### config.mk
export PLATFORM = sky130hd
export DESIGN_NAME = seg7_scan_driver
export DESIGN_NICKNAME = d
export VERILOG_FILES = /design/src/rtl/seg7_scan_driver.sv
export SDC_FILE = /design/constraint.sdc
export NUM_CORES = 1
export LEC_CHECK = 0
export CORE_UTILIZATION = 50
export CTS_CLUSTER_DIAMETER = 100
export DETAILED_ROUTE_END_ITERATION = 7
export PLACE_DENSITY = 0.78
export SLEW_MARGIN = 20
export SYNTH_ARGS = -nofsm -noshare
export SYNTH_HDL_FRONTEND = slang
export SYNTH_SLANG_ARGS = --single-unit
### constraint.sdc
create_clock -name clk -period 8.7 [get_ports clk]
set_input_delay 1.74 -clock clk [delete_from_list [all_inputs] [get_ports clk]]
set_output_delay 1.74 -clock clk [all_outputs]
set_load 0.02 [all_outputs]
### src/rtl/seg7_scan_driver.sv
// Multiplexed N-digit 7-segment driver with shadow/active digit buffers and registered outputs.
// Define SEG7_BLINK_EN to add the blink_mask port and per-frame blink phase logic.
module seg7_scan_driver #(
  parameter int unsigned NUM_DIGITS   = 4,
  parameter int unsigned SCAN_DIV     = 50000,
  parameter int unsigned BLINK_FRAMES = 250
) (
  input  logic                    clk,
  input  logic                    rst_n,
  input  logic                    load,
  input  logic [4*NUM_DIGITS-1:0] data_in,
  input  logic [NUM_DIGITS-1:0]   dp_in,
  input  logic [NUM_DIGITS-1:0]   blank_mask,
  input  logic                    hex_mode,
  input  logic                    lz_suppress,
`ifdef SEG7_BLINK_EN
  input  logic [NUM_DIGITS-1:0]   blink_mask,
`endif
  output logic [0:6]              seg,
  output logic                    dp,
  output logic [NUM_DIGITS-1:0]   an,
  output logic                    pending,
  output logic                    frame_done
);

  localparam int unsigned CntW = (SCAN_DIV > 1) ? $clog2(SCAN_DIV) : 1;
  localparam int unsigned IdxW = (NUM_DIGITS > 1) ? $clog2(NUM_DIGITS) : 1;

  if (NUM_DIGITS < 1 || SCAN_DIV < 2 || BLINK_FRAMES < 1) begin : g_bad_params
    $error("seg7_scan_driver: need NUM_DIGITS>=1, SCAN_DIV>=2, BLINK_FRAMES>=1");
  end

  // Segment patterns, leftmost bit is g, rightmost is a.
  function automatic logic [6:0] decode(input logic [3:0] d);
    logic [6:0] p;
    case (d)
      4'h0:    p = 7'b0111111;
      4'h1:    p = 7'b0000110;
      4'h2:    p = 7'b1011011;
      4'h3:    p = 7'b1001111;
      4'h4:    p = 7'b1100110;
      4'h5:    p = 7'b1101101;
      4'h6:    p = 7'b1111101;
      4'h7:    p = 7'b0000111;
      4'h8:    p = 7'b1111111;
      4'h9:    p = 7'b1101111;
      4'hA:    p = 7'b1110111;
      4'hB:    p = 7'b1111100;
      4'hC:    p = 7'b0111001;
      4'hD:    p = 7'b1011110;
      4'hE:    p = 7'b1111001;
      default: p = 7'b1110001;
    endcase
    return p;
  endfunction

  logic [CntW-1:0]         cnt_q;
  logic [IdxW-1:0]         idx_q;
  logic [4*NUM_DIGITS-1:0] shadow_data_q, active_data_q;
  logic [NUM_DIGITS-1:0]   shadow_dp_q, active_dp_q;
  logic                    pending_q;
  logic [6:0]              seg_q;
  logic                    dp_q;
  logic [NUM_DIGITS-1:0]   an_q;
  logic                    frame_done_q;

  logic cnt_tc, idx_last, commit, blink_off;

  assign cnt_tc   = (cnt_q == CntW'(SCAN_DIV - 1));
  assign idx_last = (idx_q == IdxW'(NUM_DIGITS - 1));
  assign commit   = cnt_tc & idx_last;

  logic [3:0]            nib [NUM_DIGITS];
  logic [NUM_DIGITS-1:0] upper_zero;

  for (genvar i = 0; i < NUM_DIGITS; i++) begin : g_nib
    assign nib[i] = active_data_q[4*i +: 4];
  end

  // upper_zero[i]: active digits i..N-1 are all zero (leading-zero run reaches digit i).
  always_comb begin
    logic all_zero;
    all_zero   = 1'b1;
    upper_zero = '0;
    for (int i = NUM_DIGITS - 1; i >= 0; i--) begin
      all_zero      = all_zero & (nib[i] == 4'd0);
      upper_zero[i] = all_zero;
    end
  end

`ifdef SEG7_BLINK_EN
  localparam int unsigned FrW = (BLINK_FRAMES > 1) ? $clog2(BLINK_FRAMES) : 1;

  typedef enum logic {PhaseOn, PhaseOff} phase_e;

  phase_e         phase_q;
  logic [FrW-1:0] frame_cnt_q;

  always_ff @(posedge clk) begin
    if (!rst_n) begin
      phase_q     <= PhaseOn;
      frame_cnt_q <= '0;
    end else if (commit) begin
      if (frame_cnt_q == FrW'(BLINK_FRAMES - 1)) begin
        frame_cnt_q <= '0;
        phase_q     <= (phase_q == PhaseOn) ? PhaseOff : PhaseOn;
      end else begin
        frame_cnt_q <= frame_cnt_q + 1'b1;
      end
    end
  end

  assign blink_off = (phase_q == PhaseOff) & blink_mask[idx_q];
`else
  assign blink_off = 1'b0;
`endif

  logic [3:0]            digit;
  logic                  dark;
  logic [6:0]            seg_d;
  logic                  dp_d;
  logic [NUM_DIGITS-1:0] an_d;

  always_comb begin
    digit = nib[idx_q];
    dark  = (lz_suppress && (idx_q != '0) && upper_zero[idx_q]) ||
            (!hex_mode && (digit > 4'd9));
    seg_d = decode(digit);
    if (blank_mask[idx_q] || blink_off || dark) begin
      seg_d = '0;
    end
    // Leading-zero and BCD-invalid darkening leave the decimal point alone.
    dp_d  = active_dp_q[idx_q] & ~blank_mask[idx_q] & ~blink_off;
    an_d  = NUM_DIGITS'(1) << idx_q;
  end

  always_ff @(posedge clk) begin
    if (!rst_n) begin
      cnt_q         <= '0;
      idx_q         <= '0;
      shadow_data_q <= '0;
      shadow_dp_q   <= '0;
      active_data_q <= '0;
      active_dp_q   <= '0;
      pending_q     <= 1'b0;
      seg_q         <= '0;
      dp_q          <= 1'b0;
      an_q          <= '0;
      frame_done_q  <= 1'b0;
    end else begin
      if (cnt_tc) begin
        cnt_q <= '0;
        if (idx_last) begin
          idx_q <= '0;
        end else begin
          idx_q <= idx_q + 1'b1;
        end
      end else begin
        cnt_q <= cnt_q + 1'b1;
      end

      // A load on the commit edge still commits the previous shadow; new data waits a frame.
      if (commit && pending_q) begin
        active_data_q <= shadow_data_q;
        active_dp_q   <= shadow_dp_q;
      end
      if (load) begin
        shadow_data_q <= data_in;
        shadow_dp_q   <= dp_in;
      end
      pending_q <= load | (pending_q & ~commit);

      seg_q        <= seg_d;
      dp_q         <= dp_d;
      an_q         <= an_d;
      frame_done_q <= commit;
    end
  end

  assign seg        = seg_q;
  assign dp         = dp_q;
  assign an         = an_q;
  assign pending    = pending_q;
  assign frame_done = frame_done_q;

endmodule
==> metrics.cfg <==
[outcome]
status=finished, final reports clean

[synthesis]
ys_ff_latch=72
netlist-cell-type-count=45
ys_top_cells_by_area=dfxtp_1 (44%), mux2i_1 (16%), nor2b_1 (8.0%)
yosys_warnings=0
synth_mux_area_frac=0.196
synth_enable_flop_cells=0
synth_compound_area_frac=0.0448
dominant_combinational_cell_family_by_area_after_synthesis=simple AND/OR/NAND/NOR gates
synth.cell_area_sq_mm=0.00330
postSynthCellCount=322
synthMostInstantiatedCell=dfxtp_1
ys.flop_type=dfxtp_1
most_used_standard_cells_in_the_synthesized_netlist=dfxtp_1 (72), mux2i_1 (53), nor2b_1 (42)
synth-simple-area-share=0.205
synth_nets=361
async_flop_share=0
yosys.area.top_type_share=0.437
avgSynthCellArea_sq_um=10.2
post_synth_fa_ha_maj_area_fraction=0.0380
synthDominantAreaCellType=dfxtp_1
post_synth_xor_area_fraction=0.0425
portion_of_the_post_synthesis_area_used_by_sequential_elements=0.437

[timing]
timing_worst_slew_pin_value_ns=1.05
clock-skew-final_ns=0.00830
whs_ns=0.465
final_setup_tns_ns=0
timing.final.max_slew_violations=0
layout_worst_path_cycle_share=0.365
setup_repair_after_global_routing_missed_its_margin=false
final.min_clock_period_ns=3.18
max_slew_margin=0.292
final-hold-violation-count=0
setup-violations-final=0
fmaxAchievable_mhz=315

[critical_path]
cpMaxStageDelayCell=or4b_4
crit-reg2reg-launch=idx_q[0]
worstSetupStartpointType=input pin
critPathRequiredTime_ns=8.95
worst_path_largest_cell_delay_ns=0.55
crit_path_cell_trace=clkdlybuf4s50_1 -> mux4_2 -> or4b_4 -> a311oi_2
critPathKind=input pin to flop
setup.worst_path.start=blank_mask[3]
crit_fanout=7
worstSetupEndpointType=flop
critical_path_arrival_ns=3.43

[detailed_routing]
routed-via-count=2323
totalWireLength_mm=5.79
met2_wl_post_dr_mm=2.51
drc_errors=0
detail_route.wl_per_cell_um=13.1
met1Wirelength_mm=2.87
initialDrtViolationCount=107
firstDrtPassIters=4
ant_nets=0
route.detailed.vias_per_inst=5.27
met3_wl_post_dr_um=209
dr.max_layer_used=met4

[clock_tree]
cts_sinks=72
post_cts_hold_buffer_count=0
clk_pin_slew_worst_paths_ns=0.07
cts_setup_buffers=0
cts_buffers=9
cts_root_buffer=clkbuf_8
cts_tree=yes
insertion_delay_ns=0.34
cts_max_path_buffers=2
cts_htree_levels=3
cts-resized-gates=0

[grt]
grt_first_pass_wirelength_mm=10.3
grt_max_degree=53
grt_remaining_overflow=0
initial_antenna_violation_count=0
groute.usage.overall=0.186
vias_in_the_first_global_route=2250

[placed_design]
io_buffers=42
hpwlAfterDp_mm=4.01
gp_congestion=0.814

[job]
max-cap-violations=0

[die]
core_region_area_sq_mm=0.00635
num_io_pins=43
starting_utilization_of_the_core_area=0.519
chipHeight_um=83.2
die-area_sq_mm=0.00692
dieWidth_um=83.2
fp_rows=29

[power_and_ir_drop]
clkPwrFrac=0.367
total_leakage_power_nw=1.51
vdd_drop_max_mv=0.0880
cellInternalPower_mw=0.479
switching_power_mw=0.131
power-per-cell-area_mw_per_mm2=156
power_switching_share=0.214
p_seq_frac=0.563
comb_power_share=0.070

[min_path]
timing.hold.worst.start=cnt_q[0]
worst_hold_path_type=flop to flop

[finish]
nFillCells=525
layout_overhead_on_the_synthesized_area_pct=18.4
fraction_of_final_layout_cells_sized_beyond_drive_strength_1=0.0742
insertedDiodeCount=0
finalNetCount=401

cells in the final DEF (no fill, tap or decap), drive strengths merged, types with 8 or more instances in the layout:
| cell | n |
|---|---|
| clkdlybuf4s50 | 42 |
| ha | 10 |
| nand2 | 11 |
| nor2 | 25 |
| mux2i | 53 |
| clkbuf | 12 |
| dfxtp | 72 |
| nand3 | 8 |
| nor2b | 42 |
| xor2 | 12 |
critical path, delay by kind of cell:
| family | cells | cell delay (ns) |
|---|---|---|
| and+or+nand+nor | 1 | 0.55 |
| muxes | 1 | 0.48 |
| buffers and inverters | 1 | 0.41 |
| AOI/OAI and AO/OA | 1 | 0.25 |
final timing paths:
path | endpoint | slack, ns | cells past startpoint
min | cnt_q[0] | 0.46 | 1
max | seg[4] | 5.52 | 4
max reg2reg | seg[4] | 5.67 | 7
min reg2reg | cnt_q[0] | 0.46 | 1
metal layers:
metal,GRT usage,up-vias
met5,0,-
met3,0.0437,19
li1,-,1192
met2,0.276,47
met4,0.108,0
met1,0.247,1065
sequential cells by signal, summed over array words and instances (netlist names), 2 cells and up:
name / count
idx_q: 2
active_data_q: 16
seg: 7
an: 4
cnt_q: 16
active_dp_q: 4
shadow_dp_q: 4
shadow_data_q: 16
cell families (layout without fill, tap and decap cells):
| kind of cell | after synthesis | in the layout |
|---|---|---|
| simple gates | 119 | 119 |
| flops | 72 | 72 |
| mux | 59 | 59 |
| buf+inv | 24 | 66 |
| compound gates | 22 | 22 |
| xor+xnor | 16 | 16 |
| fa+ha+maj | 10 | 10 |
layout make-up:
cell class                      instances  area, sq um  area share
Multi-Input combinational cell        226         1730       0.444
Sequential cell                        72         1440       0.369
Timing Repair Buffer                   45          443       0.113
Clock buffer                           12          155      0.0397
Tap cell                               77         96.3      0.0247
Inverter                                8         30.0     0.00769
Clock inverter                          1         5.00     0.00128
stage by stage:
step                      worst slack (ns)  total power, mW  area, sq um  cells   util
after floorplan                       5.59            0.373         3300    322      -
after global placement                5.20            0.393         3740    428  0.590
after detailed placement              5.17            0.394         3740    428  0.590
after CTS                             5.52            0.615         3910    441  0.615
after global routing                  5.46            0.634         3910    441  0.615
final                                 5.52            0.609         3910    441  0.615
power groups by stage:
stage	clock network, mW	registers (mW)	logic (mW)
3_5_place_dp	0	0.351	0.0429
3_3_place_gp	0	0.350	0.0424
4_1_cts	0.229	0.343	0.0430
5_1_grt	0.244	0.344	0.0468
2_1_floorplan	0	0.352	0.0204
6_report	0.223	0.343	0.0426
(Power assumes the default switching activity.)
